## src/rtl/vga_timing_if.sv

```systemverilog
// ---------------------------------------------------------------------------
// vga_timing_if
// Raster timing stream from vga_timing_gen to the pixel pipelines and the
// VGA connector.
//   DrawX / DrawY  : current column / row counters
//   blank          : 1 = visible pixel, 0 = blanking (same cycle as DrawX/Y)
//   hs / vs        : sync outputs, already delayed to match renderer latency
//   line_start     : 1-cycle pulse at DrawX == 0
//   frame_start    : 1-cycle pulse at DrawX == 0 and DrawY == 0
//   frame_count    : completed-frame counter, wraps modulo 2^16
// master = timing generator, slave = consumers.
// ---------------------------------------------------------------------------
interface vga_timing_if;
    logic [9:0]  DrawX;
    logic [9:0]  DrawY;
    logic        blank;
    logic        hs;
    logic        vs;
    logic        line_start;
    logic        frame_start;
    logic [15:0] frame_count;

    modport master (
        output DrawX, DrawY, blank, hs, vs, line_start, frame_start, frame_count
    );

    modport slave (
        input  DrawX, DrawY, blank, hs, vs, line_start, frame_start, frame_count
    );
endinterface

```

## src/rtl/vga_timing_gen.sv

```systemverilog
// ---------------------------------------------------------------------------
// vga_timing_gen
// Free-running raster timing generator (640x480@60 by default).
//   vga_clk : pixel clock, all logic on posedge
//   reset   : synchronous, active-high; clears counters and the sync delay line
//   vga     : vga_timing_if.master - DrawX/DrawY/blank/strobes/frame_count
//             plus hs/vs delayed PIPE_DLY cycles so sync edges line up with
//             the renderers' registered pixel colours.
// ---------------------------------------------------------------------------
module vga_timing_gen #(
    parameter int unsigned H_ACTIVE = 640,
    parameter int unsigned H_FP     = 16,
    parameter int unsigned H_SYNC   = 96,
    parameter int unsigned H_BP     = 48,
    parameter int unsigned V_ACTIVE = 480,
    parameter int unsigned V_FP     = 10,
    parameter int unsigned V_SYNC   = 2,
    parameter int unsigned V_BP     = 33,
    parameter int unsigned PIPE_DLY = 1,
    parameter bit          SYNC_POL = 1'b0
) (
    input  logic         vga_clk,
    input  logic         reset,
    vga_timing_if.master vga
);

    localparam int unsigned H_TOTAL = H_ACTIVE + H_FP + H_SYNC + H_BP;
    localparam int unsigned V_TOTAL = V_ACTIVE + V_FP + V_SYNC + V_BP;

    localparam logic [9:0] H_LAST     = 10'(H_TOTAL - 1);
    localparam logic [9:0] V_LAST     = 10'(V_TOTAL - 1);
    localparam logic [9:0] H_VIS_END  = 10'(H_ACTIVE);
    localparam logic [9:0] V_VIS_END  = 10'(V_ACTIVE);
    localparam logic [9:0] HS_START   = 10'(H_ACTIVE + H_FP);
    localparam logic [9:0] HS_END     = 10'(H_ACTIVE + H_FP + H_SYNC);
    localparam logic [9:0] VS_START   = 10'(V_ACTIVE + V_FP);
    localparam logic [9:0] VS_END     = 10'(V_ACTIVE + V_FP + V_SYNC);

    logic [9:0]  draw_x_q, draw_x_d;
    logic [9:0]  draw_y_q, draw_y_d;
    logic [15:0] frame_count_q, frame_count_d;

    logic end_of_line;
    logic end_of_frame;
    logic hs_raw;
    logic vs_raw;
    logic hs_lvl;
    logic vs_lvl;

    // ---------------------------------------------------------------
    // Raster counters
    // ---------------------------------------------------------------
    always_comb begin
        end_of_line   = (draw_x_q == H_LAST);
        end_of_frame  = end_of_line && (draw_y_q == V_LAST);
        draw_x_d      = draw_x_q + 10'd1;
        draw_y_d      = draw_y_q;
        frame_count_d = frame_count_q;
        if (end_of_line) begin
            draw_x_d = '0;
            if (draw_y_q == V_LAST) begin
                draw_y_d = '0;
            end else begin
                draw_y_d = draw_y_q + 10'd1;
            end
        end
        // Counts completed frames, so it bumps on the last pixel of a frame
        // and is already new when frame_start pulses at (0,0).
        if (end_of_frame) begin
            frame_count_d = frame_count_q + 16'd1;
        end
    end

    always_ff @(posedge vga_clk) begin
        if (reset) begin
            draw_x_q      <= '0;
            draw_y_q      <= '0;
            frame_count_q <= '0;
        end else begin
            draw_x_q      <= draw_x_d;
            draw_y_q      <= draw_y_d;
            frame_count_q <= frame_count_d;
        end
    end

    // ---------------------------------------------------------------
    // Undelayed sync decode, expressed as output levels
    // ---------------------------------------------------------------
    assign hs_raw = (draw_x_q >= HS_START) && (draw_x_q < HS_END);
    assign vs_raw = (draw_y_q >= VS_START) && (draw_y_q < VS_END);
    assign hs_lvl = hs_raw ? SYNC_POL : ~SYNC_POL;
    assign vs_lvl = vs_raw ? SYNC_POL : ~SYNC_POL;

    // ---------------------------------------------------------------
    // Sync delay line. Stages hold output levels rather than "asserted"
    // flags so reset can preload the idle level directly; that keeps a
    // mid-sync reset from leaking stale sync pulses out of the chain.
    // ---------------------------------------------------------------
    generate
        if (PIPE_DLY == 0) begin : g_no_dly
            assign vga.hs = hs_lvl;
            assign vga.vs = vs_lvl;
        end else begin : g_dly
            logic [PIPE_DLY-1:0] hs_pipe_q, hs_pipe_d;
            logic [PIPE_DLY-1:0] vs_pipe_q, vs_pipe_d;

            always_comb begin
                hs_pipe_d    = hs_pipe_q;
                vs_pipe_d    = vs_pipe_q;
                hs_pipe_d[0] = hs_lvl;
                vs_pipe_d[0] = vs_lvl;
                for (int i = 1; i < int'(PIPE_DLY); i++) begin
                    hs_pipe_d[i] = hs_pipe_q[i-1];
                    vs_pipe_d[i] = vs_pipe_q[i-1];
                end
            end

            always_ff @(posedge vga_clk) begin
                if (reset) begin
                    hs_pipe_q <= {PIPE_DLY{~SYNC_POL}};
                    vs_pipe_q <= {PIPE_DLY{~SYNC_POL}};
                end else begin
                    hs_pipe_q <= hs_pipe_d;
                    vs_pipe_q <= vs_pipe_d;
                end
            end

            assign vga.hs = hs_pipe_q[PIPE_DLY-1];
            assign vga.vs = vs_pipe_q[PIPE_DLY-1];
        end
    endgenerate

    // ---------------------------------------------------------------
    // Stream outputs: counters go out directly; decodes are zero-latency.
    // Strobes are gated by reset so consumers never see a start pulse
    // while the raster is held.
    // ---------------------------------------------------------------
    assign vga.DrawX       = draw_x_q;
    assign vga.DrawY       = draw_y_q;
    assign vga.frame_count = frame_count_q;
    assign vga.blank       = (draw_x_q < H_VIS_END) && (draw_y_q < V_VIS_END);
    assign vga.line_start  = ~reset && (draw_x_q == '0);
    assign vga.frame_start = ~reset && (draw_x_q == '0) && (draw_y_q == '0);

endmodule

```

## src/flat_wrapper.sv

```systemverilog
// flat-port wrapper written by rule: the top's interface ports become plain ports
module vga_timing_gen_flat 
#(
    parameter int unsigned H_ACTIVE = 640,
    parameter int unsigned H_FP     = 16,
    parameter int unsigned H_SYNC   = 96,
    parameter int unsigned H_BP     = 48,
    parameter int unsigned V_ACTIVE = 480,
    parameter int unsigned V_FP     = 10,
    parameter int unsigned V_SYNC   = 2,
    parameter int unsigned V_BP     = 33,
    parameter int unsigned PIPE_DLY = 1,
    parameter bit          SYNC_POL = 1'b0
)
  (vga_clk, reset, vga_DrawX, vga_DrawY, vga_blank, vga_hs, vga_vs, vga_line_start, vga_frame_start, vga_frame_count);
  vga_timing_if vga_i ();
  input  logic vga_clk;
  input  logic reset;
  output wire logic [$bits(vga_i.DrawX)-1:0] vga_DrawX;
  output wire logic [$bits(vga_i.DrawY)-1:0] vga_DrawY;
  output wire logic [$bits(vga_i.blank)-1:0] vga_blank;
  output wire logic [$bits(vga_i.hs)-1:0] vga_hs;
  output wire logic [$bits(vga_i.vs)-1:0] vga_vs;
  output wire logic [$bits(vga_i.line_start)-1:0] vga_line_start;
  output wire logic [$bits(vga_i.frame_start)-1:0] vga_frame_start;
  output wire logic [$bits(vga_i.frame_count)-1:0] vga_frame_count;
  assign vga_DrawX = vga_i.DrawX;
  assign vga_DrawY = vga_i.DrawY;
  assign vga_blank = vga_i.blank;
  assign vga_hs = vga_i.hs;
  assign vga_vs = vga_i.vs;
  assign vga_line_start = vga_i.line_start;
  assign vga_frame_start = vga_i.frame_start;
  assign vga_frame_count = vga_i.frame_count;
  vga_timing_gen #(.H_ACTIVE(H_ACTIVE), .H_FP(H_FP), .H_SYNC(H_SYNC), .H_BP(H_BP), .V_ACTIVE(V_ACTIVE), .V_FP(V_FP), .V_SYNC(V_SYNC), .V_BP(V_BP), .PIPE_DLY(PIPE_DLY), .SYNC_POL(SYNC_POL)) u_core (.vga_clk(vga_clk), .reset(reset), .vga(vga_i));
endmodule
```

## config.mk

```make
export PLATFORM = sky130hd
export DESIGN_NAME = vga_timing_gen_flat
export DESIGN_NICKNAME = d
export VERILOG_FILES = /design/src/rtl/vga_timing_if.sv /design/src/rtl/vga_timing_gen.sv /design/src/flat_wrapper.sv
export SDC_FILE = /design/constraint.sdc
export NUM_CORES = 1
export LEC_CHECK = 0
export ABC_CLOCK_PERIOD_IN_PS = 2600
export CAP_MARGIN = 20
export CORE_UTILIZATION = 50
export CTS_CLUSTER_DIAMETER = 50
export CTS_CLUSTER_SIZE = 10
export DETAILED_ROUTE_END_ITERATION = 8
export PLACE_DENSITY = 0.79
export SLEW_MARGIN = 20
export SYNTH_ARGS = -nofsm -noshare
export SYNTH_HDL_FRONTEND = slang
export SYNTH_SLANG_ARGS = --single-unit
export TNS_END_PERCENT = 10
```

## constraint.sdc

```tcl
create_clock -name vga_clk -period 2.6 [get_ports vga_clk]
set_clock_uncertainty 0.05 [all_clocks]
set_input_delay 0.78 -clock vga_clk [delete_from_list [all_inputs] [get_ports vga_clk]]
set_output_delay 0.78 -clock vga_clk [all_outputs]
set_load 0.1 [all_outputs]
```

==> impl_metrics.tcl, run 1 <==
set metrics [dict create \
    yosysWarnings 0 \
    grt_pass1_wl_um 7460 \
    antenna_found_initial 0 \
    drc_errors 0 \
    worstMarginPinSlew_ns 0.472 \
    synthArstFlopShare 0 \
    cts-htree-levels 2 \
    die_y_um 64.4 \
    layout_commonest_cell "buf_4" \
    fin_cells 324 \
    grt.busiest_layer "met2" \
    min_period_over_period 0.976 \
    maxCapViolCount 0 \
    dieArea_um2 4150 \
    gr-usage-met2 0.346 \
    synth_simple_gate_area_share 0.334 \
    rsz0062_at_grt "no" \
    drt_iter0_drc 153 \
    powerDensity_nw_per_um2 448 \
    grt_pass1_vias 1596 \
    fin_util 0.674 \
    clk_latency_ns 0.29 \
    max_stage_delay_ns 0.57 \
    leakage_nw 0.924 \
    reg2regPathDepth 4 \
    gp_congestion 0.808 \
    cts_buffers 5 \
    grt_use_met3 0.0571 \
    io_pins 43 \
    gr-usage-met1 0.319 \
    min_path_cells 1 \
    cts.sinks 38 \
    start_kind "register" \
    clk_pin_slew_worst_paths_ns 0.07 \
    finalPower_mw 1.11 \
    ys_seq_area_frac 0.391 \
    worst_ep_required_time_ns 1.77 \
    dr.pass1.iters 4 \
    finalSetupViolCount 0 \
    hold_viol_final 0 \
    maxSlewViolCount 0 \
    syn_nets 242 \
    synthAdderAreaFrac 0.0321 \
    drt-total-wl_um 4420 \
    synth_top_family_by_area "simple AND/OR/NAND/NOR gates" \
    pre_cts_slack_ns -0.282 \
    fin_ws_ns 0.0613 \
    wire_per_inst_um 13.7 \
    layout.cells.most_common_list "43 x buf_4, 26 x dfxtp_1, 22 x nor2_1" \
    syn_inst 235 \
    slew_headroom 0.683 \
    outcome "completed" \
    vias 1840 \
    synth_mux_area_frac 0.0231 \
    multi_input_area_um2 1130 \
    grt_overflow 0 \
    final_nets 282 \
    crit_slowest_cell "or4_4" \
    avgViaCountPerCell 5.68 \
    yosysUniqueCellTypes 34 \
    syn_area_um2 1950 \
    dp.cells 316 \
    clock_path_buffers 2 \
    rows 22 \
    areaGrowthSynthToFinish_pct 27.8 \
    syn_avg_cell_area_um2 8.28 \
    crit_fanout 6 \
    max-vdd-ir-drop_v 0.000308 \
    n_fill_cell 339 \
    root_buffer "clkbuf_8" \
    ant_nets 0 \
    holdCritPathClass "reg -> reg" \
    die_w_um 64.4 \
    synth-main-ff-cell "dfxtp_1" \
    fin_area_um2 2490 \
    drive_gt1_frac 0.290 \
    placed_area_um2 2400 \
    end_kind "output port" \
    num_antenna_cells 0 \
    grt_use_total 0.232 \
    seq_area_um2 783 \
    max_freq_mhz 394 \
    path_cells "or4_4, nor2_1, and3_4, buf_12" \
    post-dp-hpwl_um 3130 \
    ys_ff_latch 38 \
    synth_xor_area_frac 0.0495 \
    cts_tree "built" \
    start_util 0.528 \
    post-route-min-period_ns 2.54 \
    port_buffers 42 \
    fp.coreArea_um2 3690 \
    grt_max_degree 29 \
    crit_type "reg -> out" \
    synth-compound-area-share 0.122 \
    cp.arrival_ns 1.71 \
    synth_edf_count 0 \
]
==> sequential cells by signal, indices dropped and copies added (netlist names) <==
signal                  cells
u_core.vga.vs               1
u_core.vga.frame_count     16
u_core.vga.hs               1
u_core.vga.DrawX           10
u_core.vga.DrawY           10
==> area by class of cell <==
cell class	count	area share
multi-input cells	174	0.455
flip-flops and latches	38	0.315
repair buffers	47	0.156
clock buffers	7	0.0347
well taps	48	0.0241
inverters	9	0.0136
clock inverters	1	0.00201
==> cells in the mapped netlist, types with 2 or more instances <==
| master | count | area [um2] |
|---|---|---|
| a21oi_1 | 18 | 90.1 |
| and3_1 | 7 | 43.8 |
| clkbuf_1 | 13 | 48.8 |
| dfxtp_1 | 38 | 761 |
| ha_1 | 5 | 62.6 |
| inv_1 | 9 | 33.8 |
| mux2_2 | 4 | 45.0 |
| nand2_1 | 10 | 37.5 |
| nand2b_1 | 2 | 12.5 |
| nand3_1 | 18 | 90.1 |
| nand4_1 | 9 | 56.3 |
| nor2_1 | 23 | 86.3 |
| nor2b_1 | 3 | 18.8 |
| nor3_1 | 9 | 45.0 |
| nor4_1 | 6 | 37.5 |
| o21a_1 | 2 | 15.0 |
| o21ai_0 | 5 | 25.0 |
| o31ai_1 | 12 | 90.1 |
| or3_1 | 4 | 25.0 |
| or4_1 | 14 | 105 |
| or4_4 | 2 | 22.5 |
| xnor2_1 | 8 | 70.1 |
| xor2_1 | 3 | 26.3 |
==> stage by stage <==
step | setup TNS, ns | hold slack (ns)
final | 0 | 0.418
after global routing | 0 | 0.449
after CTS | 0 | 0.420
after detailed placement | -0.473 | 0.409
after global placement | -0.425 | 0.402
after floorplan | -0.606 | 0.622
==> critical path: cells and delay by family, from the launching register on <==
kind | cells | cell delay, ns
flip-flops | 1 | 0.35
AND/OR/NAND/NOR | 3 | 0.89
buffers and inverters | 1 | 0.17
==> path summary, 6_finish.rpt <==
check,start,to,slack (ns)
setup / recovery,u_core.vga.DrawY[4],vga_frame_start,0.06
hold / removal,u_core.vga.DrawX[0],u_core.vga.DrawX[0],0.42
setup reg to reg,u_core.vga.DrawY[4],u_core.vga.frame_count[15],0.19
hold reg to reg,u_core.vga.DrawX[0],u_core.vga.DrawX[0],0.42
==> metal layers <==
| layer | part of all wire | up-vias |
|---|---|---|
| met2 | 0.44 | 44 |
| met4 | 0.014 | 0 |
| met3 | 0.050 | 6 |
| met1 | 0.49 | 850 |
| li1 | - | 940 |
| met5 | 0 | - |
==> power by group <==
| group | switching (mW) | internal (mW) | total (mW) |
|---|---|---|---|
| Clock | 0.199 | 0.214 | 0.413 |
| Sequential | 0.00596 | 0.583 | 0.589 |
| Combinational | 0.0760 | 0.0351 | 0.111 |
| Total | 0.281 | 0.832 | 1.11 |
==> logic make-up after synthesis <==
kind of cell	count (synthesis)
simple gates	115
compound gates	39
flops	38
buf+inv	23
xor+xnor	11
fa+ha+maj	5
mux	4
==> timing repair <==
action,CTS,global route
endpoints found under the setup margin,2,1
setup buffers,0,0
resized for setup,4,2
hold buffers,0,0
pin swaps,1,0
No activity file was read; power rests on OpenSTA's default activity.
==> run 2, diff against run 1 <==
- CORE_MARGIN: unset -> 2
==> run 2 against run 1 <==
  * Combinational power about the same
  * Critical endpoint unchanged
  * Global-route usage shrank 0.20 points
  * Largest power group unchanged
  * Highest routed layer unchanged
  * Cell area shrank 0.45%
==> impl_metrics.tcl, run 2 (synthesis gave the netlist of run 1 again) <==
set metrics [dict create \
    outcome "completed" \
    reg2regPathDepth 4 \
    crit_type "in -> out" \
    leakage_nw 0.918 \
    path_cells "buf_2, nor4b_4, and3_4, and3_4, buf_12" \
    crit_buf_inv 2 \
    port_buffers 42 \
    switching_power_uw 288 \
    vias 1881 \
    reg2reg_from "u_core.vga.DrawY[7]" \
    worstMarginPinSlew_ns 0.478 \
    ant_nets 0 \
    min_path_cells 1 \
    fp.coreArea_um2 3720 \
    areaGrowthSynthToFinish_pct 27.2 \
    clk_latency_ns 0.29 \
    pre_cts_slack_ns -0.293 \
    seqPwrFrac 0.540 \
    post-dp-hpwl_um 3370 \
    final_nets 282 \
    grt_overflow 0 \
    min_period_over_period 0.974 \
    clk_pin_slew_worst_paths_ns 0.07 \
    rsz0062_at_grt "no" \
    start_util 0.524 \
    slew_headroom 0.679 \
    r2r_setup_slack_ns 0.23 \
    drt_iter0_drc 136 \
    antenna_found_initial 0 \
    max_stage_delay_ns 0.22 \
    max-vdd-ir-drop_v 0.000325 \
    io_pins 43 \
    grt_pass1_vias 1643 \
    crit_fanout 2 \
    clock_path_buffers 2 \
    fin_ws_ns 0.0677 \
    drc_errors 0 \
    finalSetupViolCount 0 \
    post-route-min-period_ns 2.53 \
    avgViaCountPerCell 5.81 \
    critPathTopFamily "simple AND/OR/NAND/NOR gates" \
    worst_ep_required_time_ns 1.77 \
    cts-htree-levels 2 \
    cts_setup_buffers 0 \
    r2r-end "u_core.vga.frame_count[15]" \
    maxCapViolCount 0 \
    layout.cells.most_common_list "43 x buf_4, 27 x dfxtp_1, 22 x nor2_1" \
    grt_use_total 0.230 \
    cts.sinks 38 \
    cts_buffers 5 \
    end_kind "output port" \
    holdCritPathClass "reg -> reg" \
    max_freq_mhz 395 \
    tns_ns 0 \
    root_buffer "clkbuf_8" \
    combPwrFrac 0.104 \
    die_w_um 66.4 \
    drt-total-wl_um 4650 \
    finalPower_mw 1.09 \
    holdPathEnd "u_core.vga.DrawX[0]" \
    crit_slowest_cell "and3_4" \
    pwr-share-clk 0.356 \
    drive_gt1_frac 0.283 \
    gp_congestion 0.849 \
    cts_tree "built" \
    dieArea_um2 4410 \
    maxSlewViolCount 0 \
    powerDensity_nw_per_um2 440 \
    netSwitchingFraction 0.264 \
    intPower_uw 803 \
    cp.arrival_ns 1.70 \
    rows 22 \
    largest_reg_flops 16 \
    hold_slack_ns 0.420 \
    start_kind "input pin" \
    hold_viol_final 0 \
    n_fill_cell 348 \
    grt_max_degree 29 \
    grt_pass1_wl_um 7730 \
    crit_top_cell "and3_4" \
    dr.pass1.iters 6 \
    wire_per_inst_um 14.4 \
    layout_commonest_cell "buf_4" \
    min_from "u_core.vga.DrawX[0]" \
    die_y_um 66.4 \
    num_antenna_cells 0 \
]
run 2: cell types whose count changed in the layout (fill, tap and decap cells not counted):
cell,previous run,this run
clkbuf_8,6,5
clkinv_1,0,1
dfxtp_1,26,27
dfxtp_2,9,8
run 2: how the worst max path moves through the flow:
stage	from	end	slack, ns	cells past startpoint
detailed placement	reset	vga_frame_start	-0.29	5
global route	u_core.vga.DrawX[5]	vga_frame_start	0.02	5
global placement	reset	vga_frame_start	-0.26	5
CTS	reset	vga_frame_start	0.005	5
floorplan	u_core.vga.DrawY[2]	u_core.vga.frame_count[10]	-0.11	6
finish	reset	vga_frame_start	0.07	5
run 2: power by group through the flow:
| stage | clock network [mW] | logic [mW] | registers (mW) |
|---|---|---|---|
| floorplan | 0 | 0.0514 | 0.630 |
| global placement | 0 | 0.112 | 0.602 |
| detailed placement | 0 | 0.114 | 0.603 |
| CTS | 0.398 | 0.114 | 0.589 |
| global route | 0.424 | 0.118 | 0.589 |
| finish | 0.388 | 0.113 | 0.589 |
run 2: repair_timing:
item | 4_1_cts | 5_1_grt
setup endpoints to repair | 2 | 1
hold buffers | 0 | 0
pin swaps | 2 | 3
resized for setup | 4 | 1
run 2: routing by layer:
metal / part of all wire / track usage / up-vias
met5: 0 / 0 / -
met4: 0.016 / 0.0944 / 0
met3: 0.054 / 0.0426 / 8
met2: 0.46 / 0.370 / 53
met1: 0.47 / 0.300 / 873
li1: - / - / 947
run 2: metrics by stage:
stage | instance area (um2) | cells | utilization
final | 2480 | 324 | 0.666
after floorplan | 2000 | 235 | -
after CTS | 2470 | 324 | 0.666
after global routing | 2480 | 324 | 0.666
after detailed placement | 2400 | 316 | 0.645
after global placement | 2400 | 316 | 0.645
run 2: area by class of cell:
cell class / count / area (um2) / area share
Clock inverter: 2 / 8.76 / 0.00354
Clock buffer: 6 / 72.6 / 0.0293
Multi-Input combinational cell: 174 / 1130 / 0.457
Inverter: 9 / 33.8 / 0.0136
Sequential cell: 38 / 782 / 0.316
Tap cell: 48 / 60.1 / 0.0243
Timing Repair Buffer: 47 / 388 / 0.157
==> run 3, diff against run 2 <==
- ABC_CLOCK_PERIOD_IN_PS: 2600 -> 2850
- clock period: 2.6 -> 2.85 ns (I/O delays scaled with it)
==> run 3 against run 2 <==
  * Routed wire length down 2.8%
  * First-iteration DRC count up 5.1%
  * Sequential power down 8.3%
  * Cell area down 0.56%
  * Via count down 2.8%
  * Critical endpoint unchanged
  * Largest cell class unchanged
  * Setup slack better by 0.050 ns
==> impl_metrics.tcl, run 3 (synthesis gave the netlist of run 1 again) <==
set metrics [dict create \
    wire_per_inst_um 14.0 \
    cts-htree-levels 2 \
    crit_fanout 2 \
    cts_buffers 5 \
    vias 1828 \
    areaGrowthSynthToFinish_pct 26.5 \
    cts.sinks 38 \
    min_from "u_core.vga.DrawX[0]" \
    path_cells "clkdlybuf4s15_1, nor4b_2, and3_4, and3_4, buf_12" \
    post-route-min-period_ns 2.73 \
    powerDensity_nw_per_um2 414 \
    max-vdd-ir-drop_v 0.000308 \
    grt_max_degree 29 \
    r2r-end "u_core.vga.frame_count[15]" \
    min_path_cells 1 \
    grt_overflow 0 \
    wl_met1_um 2250 \
    avgViaCountPerCell 5.66 \
    layout.cells.most_common_list "42 x buf_4, 29 x dfxtp_1, 23 x nor2_1" \
    dr_wl_met3_um 176 \
    reg2reg_from "u_core.vga.DrawY[4]" \
    largest_reg_flops 16 \
    clk_latency_ns 0.29 \
    drt_iter0_drc 143 \
    start_util 0.524 \
    end_kind "output port" \
    grt_use_total 0.223 \
    grt_pass1_vias 1654 \
    grt_pass1_wl_um 7690 \
    cts_tree "built" \
    rsz0062_at_grt "no" \
    finalSetupViolCount 0 \
    die_y_um 66.4 \
    min_period_over_period 0.959 \
    finalPower_mw 1.02 \
    antenna_found_initial 0 \
    fin_cells 323 \
    fp.coreArea_um2 3720 \
    ant_nets 0 \
    hold_viol_final 0 \
    start_kind "input pin" \
    crit_top_cell "and3_4" \
    cts_setup_buffers 0 \
    layout_commonest_cell "buf_4" \
    max_stage_delay_ns 0.21 \
    max_freq_mhz 366 \
    cp.arrival_ns 1.83 \
    worst_ep_required_time_ns 1.95 \
    holdPathEnd "u_core.vga.DrawX[0]" \
    io_pins 43 \
    leakage_nw 0.911 \
    wl_met2_um 2060 \
    clk_pin_slew_worst_paths_ns 0.07 \
    worstMarginPinSlew_ns 0.546 \
    crit_slowest_cell "nor4b_2" \
    drive_gt1_frac 0.269 \
    holdCritPathClass "reg -> reg" \
    root_buffer "clkbuf_8" \
    maxCapViolCount 0 \
    gp_congestion 0.814 \
    dr.pass1.iters 4 \
    maxSlewViolCount 0 \
    dieArea_um2 4410 \
    post-dp-hpwl_um 3210 \
    highest_layer "met4" \
    crit_type "in -> out" \
    port_buffers 42 \
    outcome "completed" \
    die_w_um 66.4 \
    r2r_setup_slack_ns 0.46 \
    clock_path_buffers 2 \
    num_antenna_cells 0 \
    rows 22 \
    slew_headroom 0.633 \
    drt-total-wl_um 4520 \
    drc_errors 0 \
    dp.cells 315 \
    reg2regPathDepth 4 \
    final_nets 281 \
    cts_hold_buf 0 \
]
-- run 3: cell count changes in the layout (fill, tap and decap cells not counted), sizes merged --
cell,delta
buf,-2
clkbuf,+1
clkdlybuf4s15,+1
clkinv,-1
-- run 3: final cells by class --
type / instances / area (um2)
fill: 331 / 1250
multi-input combinational: 174 / 1120
sequential: 38 / 772
timing repair buffer: 46 / 385
clock buffer: 7 / 86.3
tap: 48 / 60.1
inverter: 9 / 33.8
clock inverter: 1 / 5.00
-- run 3: repair_timing --
item / CTS / global route
endpoints found under the setup margin: 2 / 1
resized for setup: 2 / 1
pin swaps: 2 / 2
hold endpoints to repair: 0 / 0
-- run 3: worst max-delay path: cells and delay by family --
kind | cells | cell delay (ns)
and+or+nand+nor | 3 | 0.61
buffers and inverters | 2 | 0.36
-- run 3: metrics by stage --
| stage | instance area (um2) | setup slack, ns | hold WS, ns | setup TNS, ns | utilization |
|---|---|---|---|---|---|
| 3_3_place_gp | 2360 | -0.149 | 0.405 | -0.216 | 0.636 |
| 3_5_place_dp | 2360 | -0.181 | 0.408 | -0.275 | 0.636 |
| 2_1_floorplan | 1980 | -0.00280 | 0.622 | -0.00280 | - |
| 6_report | 2460 | 0.117 | 0.418 | 0 | 0.663 |
| 4_1_cts | 2460 | 0.0189 | 0.418 | 0 | 0.662 |
| 5_1_grt | 2460 | 0.0199 | 0.454 | 0 | 0.663 |
-- run 3: worst max path at each step --
| stage | start | depth (start not counted) | to |
|---|---|---|---|
| floorplan | reset | 3 | vga_frame_start |
| global placement | reset | 5 | vga_frame_start |
| detailed placement | reset | 5 | vga_frame_start |
| CTS | reset | 5 | vga_frame_start |
| global route | reset | 5 | vga_frame_start |
| finish | reset | 5 | vga_frame_start |
-- run 3: power breakdown --
part	switching, mW	internal, mW	total [mW]
Clock	0.185	0.195	0.380
Combinational	0.0681	0.0301	0.0983
Sequential	0.00511	0.535	0.540
Total	0.258	0.760	1.02
-- run 3: layer usage --
layer | vias to the layer above | global-route usage
li1 | 943 | -
met1 | 844 | 0.317
met2 | 37 | 0.331
met3 | 4 | 0.0511
met4 | 0 | 0.0689
met5 | - | 0
